### src/rtl/priority_encoder_irq_if.sv
// rtl/priority_encoder_irq_if.sv - valid/ready handshake carrying the encoded request index
interface priority_encoder_irq_if #(
    parameter int IDX_W = 3
);
    logic             out_valid;
    logic [IDX_W-1:0] out_idx;
    logic             out_ready;

    modport master (
        output out_valid,
        output out_idx,
        input  out_ready
    );

    modport slave (
        input  out_valid,
        input  out_idx,
        output out_ready
    );
endinterface

### src/rtl/priority_encoder_irq.sv
// rtl/priority_encoder_irq.sv - edge-captured sticky request encoder with handshake output (optional ENC_ROUND_ROBIN_EN)
module priority_encoder_irq #(
    parameter int N     = 8,
    parameter int IDX_W = 3
) (
    input  logic                    clk,
    input  logic                    rst_n,
    input  logic [N-1:0]            req,
    input  logic [N-1:0]            en,
    priority_encoder_irq_if.master  grant,
    output logic                    any_pend,
    output logic                    ovf,
    input  logic                    ovf_clr
);

    generate
        if (N < 2 || N > 64 || N > (1 << IDX_W)) begin : g_bad_param
            $error("priority_encoder_irq: N must be 2..64 and fit in IDX_W bits");
        end
    endgenerate

    logic [N-1:0]     req_q;
    logic [N-1:0]     pending;
    logic [N-1:0]     req_edge;
    logic [N-1:0]     ack;
    logic [N-1:0]     pending_next;
    logic [N-1:0]     cand;
    logic [N-1:0]     ovf_hit;
    logic [IDX_W-1:0] win_idx;
    logic             fire;
    logic             load;

    assign fire         = grant.out_valid & grant.out_ready;
    assign load         = ~grant.out_valid | grant.out_ready;
    assign req_edge     = req & ~req_q;
    // A new edge re-arms a line even in the cycle it is being acknowledged
    assign pending_next = (pending & ~ack) | req_edge;
    assign cand         = pending_next & en;
    assign ovf_hit      = req_edge & pending & ~ack;

    // Decode the handshake into a one-hot acknowledge of the held line
    always_comb begin
        ack = '0;
        for (int i = 0; i < N; i++) begin
            ack[i] = fire && (grant.out_idx == IDX_W'(i));
        end
    end

`ifdef ENC_ROUND_ROBIN_EN
    logic [IDX_W-1:0] last_idx;
    logic [IDX_W-1:0] last_eff;

    // Rotate from the index being acked this cycle so the next pick already skips it
    assign last_eff = fire ? grant.out_idx : last_idx;

    // Rotating priority: distance 0 is last_eff-1, descending and wrapping; last_eff itself is last
    always_comb begin
        int best;
        int dist;
        best    = N;
        dist    = 0;
        win_idx = '0;
        for (int i = 0; i < N; i++) begin
            if (cand[i]) begin
                dist = (int'(last_eff) + N - 1 - i) % N;
                if (dist < best) begin
                    best    = dist;
                    win_idx = IDX_W'(i);
                end
            end
        end
    end

    // Remember the most recently acknowledged index
    always_ff @(posedge clk or negedge rst_n) begin
        if (!rst_n) begin
            last_idx <= '0;
        end else if (fire) begin
            last_idx <= grant.out_idx;
        end
    end
`else
    // Fixed priority: the highest set candidate index wins, 0 when none
    always_comb begin
        win_idx = '0;
        for (int i = 0; i < N; i++) begin
            if (cand[i]) begin
                win_idx = IDX_W'(i);
            end
        end
    end
`endif

    // Edge capture, pending/overflow bookkeeping and the held output register
    always_ff @(posedge clk or negedge rst_n) begin
        if (!rst_n) begin
            req_q           <= '0;
            pending         <= '0;
            any_pend        <= 1'b0;
            ovf             <= 1'b0;
            grant.out_valid <= 1'b0;
            grant.out_idx   <= '0;
        end else begin
            req_q    <= req;
            pending  <= pending_next;
            any_pend <= |cand;
            if (|ovf_hit) begin
                ovf <= 1'b1;
            end else if (ovf_clr) begin
                ovf <= 1'b0;
            end
            // A stalled transfer keeps its index even if a higher line arrives
            if (load) begin
                grant.out_valid <= |cand;
                grant.out_idx   <= win_idx;
            end
        end
    end

endmodule
### src/flat_wrapper.sv
// flat-port wrapper written by rule: the top's interface ports become plain ports
module priority_encoder_irq_flat 
#(
    parameter int N     = 8,
    parameter int IDX_W = 3
)
  (clk, rst_n, req, en, any_pend, ovf, ovf_clr, grant_out_valid, grant_out_idx, grant_out_ready);
  priority_encoder_irq_if #(.IDX_W(IDX_W)) grant_i ();
  input  logic clk;
  input  logic rst_n;
  input  logic [N-1:0] req;
  input  logic [N-1:0] en;
  output logic any_pend;
  output logic ovf;
  input  logic ovf_clr;
  output wire logic [$bits(grant_i.out_valid)-1:0] grant_out_valid;
  output wire logic [$bits(grant_i.out_idx)-1:0] grant_out_idx;
  input wire logic [$bits(grant_i.out_ready)-1:0] grant_out_ready;
  assign grant_out_valid = grant_i.out_valid;
  assign grant_out_idx = grant_i.out_idx;
  assign grant_i.out_ready = grant_out_ready;
  priority_encoder_irq #(.N(N), .IDX_W(IDX_W)) u_core (.clk(clk), .rst_n(rst_n), .req(req), .en(en), .grant(grant_i), .any_pend(any_pend), .ovf(ovf), .ovf_clr(ovf_clr));
endmodule
### config.mk
export PLATFORM = sky130hd
export DESIGN_NAME = priority_encoder_irq_flat
export DESIGN_NICKNAME = d
export VERILOG_FILES = /design/src/rtl/priority_encoder_irq_if.sv /design/src/rtl/priority_encoder_irq.sv /design/src/flat_wrapper.sv
export SDC_FILE = /design/constraint.sdc
export NUM_CORES = 1
export LEC_CHECK = 0
export CAP_MARGIN = 20
export CORE_ASPECT_RATIO = 0.9
export CORE_UTILIZATION = 40
export CTS_BUF_LIST = sky130_fd_sc_hd__clkbuf_8
export DETAILED_ROUTE_END_ITERATION = 8
export PLACE_DENSITY = 0.71
export REMOVE_ABC_BUFFERS = 1
export SYNTH_ARGS = -nofsm -noshare
export SYNTH_HDL_FRONTEND = slang
export SYNTH_SLANG_ARGS = --single-unit
### constraint.sdc
create_clock -name clk -period 1.9 [get_ports clk]
set_clock_uncertainty 0.2 [all_clocks]
set_input_delay 0.38 -clock clk [delete_from_list [all_inputs] [get_ports clk]]
set_output_delay 0.38 -clock clk [all_outputs]
set_load 0.01 [all_outputs]
==> out/results.tsv <==
stage	metric	value	unit
global_routing	grt_max_degree	23	
pwr	power	1.436	mW
die	start_util	0.4452	
timing	post-route-period-util	0.9840	
timing	max_slew.worst_pin.slew	331.6	ps
setup_path	crit_path_end_kind	output port	
die	fp.dieArea	2746	µm²
logic_synthesis	synth_cells	98	
logic_synthesis	synth_edf_count	0	
cts	clock_path_buffers	2	
cells_and_area	fin_nets	175	
logic_synthesis	syn_area_per_cell	10.37	µm²
logic_synthesis	syn_area	1016	µm²
routing	vias	930	
timing	rsz0062_at_grt	true	
logic_synthesis	ys_seq_area_frac	0.5419	
cts	hold_buffers	0	
timing	slew_headroom	0.7785	
cells_and_area	fill_cells	177	
timing	fmax	0.5349	GHz
global_routing	antenna_found_initial	0	
setup_path	path_cells	clkdlybuf4s50_1	
logic_synthesis	ys_top_cells_by_count	dfrtp_1 (22), nand2_1 (12), o21ai_0 (10)	
hold_path	hp-class	primary input to flop	
flow_run	maxCapViolCount	0	
timing	finalSetupViolations	0	
pwr	p_leak	0.6830	nW
logic_synthesis	yosysMostFrequentCell	dfrtp_1	
cts	worstSkewPairLatency	260	ps
logic_synthesis	synth_warnings	0	
routing	wirelength	2438	µm
setup_path	crit_type	flop to output port	
setup_path	path_max_fanout	7	
cells_and_area	antenna_cells	0	
cts	cts_tree	built	
timing	fin_ws	30.37	ps
setup_path	cp.required	1320	ps
die	fp.dieW	55.13	µm
pwr	power_density	885.6	nW/µm²
die	core_area	2282	µm²
logic_synthesis	synth.largest_area_cell	dfrtp_1	
timing	min_period	1870	ps
routing	viasPerCell	5.138	
cts	cts-root-buf	clkbuf_8	
routing	post-route-drc-count	0	
routing	postRouteAntennaNets	0	
global_routing	grt_pass1_vias	908	
die	io_pins	26	
placement	pre_cts_ws	-464.1	ps
setup_path	start_kind	flop	
routing	drt_iter0_markers	11	
cells_and_area	drive_gt1_frac	0.3182	
logic_synthesis	synthArstFlopShare	1.000	
timing	finalHoldViolations	0	
logic_synthesis	ys_ff_latch	22	
outcome	outcome	completed	
logic_synthesis	synthDistinctLibCells	28	
die	die_h	49.81	µm
routing	wl_per_cell	13.47	µm
cells_and_area	syn_to_final_growth	59.61	%
routing	routed-wl-met3	80	µm
placement	dp_hpwl	1770	µm
setup_path	cp.arrival	1290	ps
setup_path	cp_slowest_cell	clkdlybuf4s50_1	
cts	cts_buffers	3	
placement	portBuffers	25	
logic_synthesis	netlist.area_leader.share	0.5419	
placement	placedCellCount	172	
pwr	vdd_drop_max	0.0007092	V
setup_path	slowest_delay	570	ps
routing	met2WireLength	1248	µm
global_routing	grt-ovfl-total	0	
routing	highest_layer	met4	
setup_path	cp_num_buf_inv	1	
routing	drt_pass1_iterations	4	
die	num_rows	16	
logic_synthesis	synth_area_leaders	dfrtp_1 (54%), nand2b_1 (5.5%), o21ai_0 (4.9%), nand2_1 (4.4%), o22ai_1 (3.7%)	
cts	cts.clk_slew.worst_paths	80	ps
setup_path	cp_top_family	buffers and inverters	
cts	clkSinkCount	22	
cts	cts_max_level	1	
placement	place_congestion	0.8163	
global_routing	grt_first_pass_wirelength	3850	µm
global_routing	grt_use_total	0.1953	
timing	slew_violations	0	
routing	met1Wirelength	1081	µm
cells_and_area	stdcell_count	181	
logic_synthesis	synth_ff_type	dfrtp_1	
## stage by stage
stage          setup TNS [ps]  utilization  area (µm²)  hold slack (ps)
3_3_place_gp            -2525       0.6420        1465            322.2
6_report                    0       0.7105        1622            176.6
4_1_cts                     0       0.6842        1562            265.1
2_1_floorplan               0            -        1016           -115.6
3_5_place_dp            -2850       0.6420        1465            336.6
5_1_grt                -71.70       0.7105        1622            191.9
## cell type report
cell class                      count  area, µm²  share of cell area
Clock buffer                        4      55.05             0.03395
Inverter                            1      3.754            0.002315
Multi-Input combinational cell     75      515.5              0.3179
Sequential cell                    22      554.3              0.3418
Tap cell                           27      33.78             0.02083
Timing Repair Buffer               52      459.2              0.2832
## metal layers
layer | vias to the layer above | track usage
li1 | 465 | -
met1 | 443 | 0.2549
met2 | 18 | 0.3112
met3 | 4 | 0.04938
met4 | 0 | 0.05833
met5 | - | 0
## registers in the layout, indices dropped and copies added (netlist names)
register                count
u_core.grant.out_valid      1
u_core.req_q                8
u_core.pending              8
u_core.grant.out_idx        3
u_core.ovf                  1
u_core.any_pend             1
## cell usage in the layout (no fill, tap or decap), drive strengths merged
cell type	Yosys	layout
dfrtp	22	22
nor2b	5	5
o21a	1	1
o22ai	6	6
and2b	1	1
clkdlybuf4s50	0	21
a21boi	2	2
nor2	5	5
or2	1	1
dlygate4sd2	0	1
o21ai	11	11
nand2b	10	10
buf	0	27
a211oi	1	1
or3b	1	1
dlymetal6s2s	0	3
o32a	1	1
nor3	7	7
nand3	2	2
o31ai	4	4
clkbuf	0	4
inv	1	1
nand3b	1	1
a31oi	1	1
nand2	12	12
a21oi	3	3
## report_power, final
| part | internal (mW) | total [mW] | switching [mW] |
|---|---|---|---|
| sequential | 0.535 | 0.596 | 0.0605 |
| clock | 0.185 | 0.330 | 0.146 |
| combinational | 0.283 | 0.510 | 0.227 |
| total | 1.00 | 1.44 | 0.434 |
## cells by family (layout without fill, tap and decap cells)
kind of cell    count (synthesis)  count (layout)  synth area share
compound gates                 30              30            0.2081
buf+inv                         1              57          0.003691
flops                          22              22            0.5419
simple gates                   45              45            0.2463
## final timing paths
kind	slack (ps)	depth (start not counted)	to	start
worst max-delay path	30	1	grant_out_idx[1]	u_core.grant.out_idx[1]$_DFFE_PN0P_
worst max register to register	40	7	u_core.grant.out_valid$_DFFE_PN0P_	u_core.grant.out_idx[2]$_DFFE_PN0P_
min in group asynchronous	260	2	u_core.pending[0]$_DFF_PN0_	rst_n
worst min register to register	350	2	u_core.pending[7]$_DFF_PN0_	u_core.req_q[7]$_DFF_PN0_
max in group asynchronous	1000	2	u_core.grant.out_valid$_DFFE_PN0P_	rst_n
worst min-delay path	180	2	u_core.req_q[2]$_DFF_PN0_	req[2]
## repair_timing
action | in CTS | in global routing
gates resized for setup | 8 | 12
setup endpoints to repair | 8 | 7
setup buffers | 2 | 3
pin swaps | 2 | 3
Note: power is estimated with default switching activity, not from simulation.
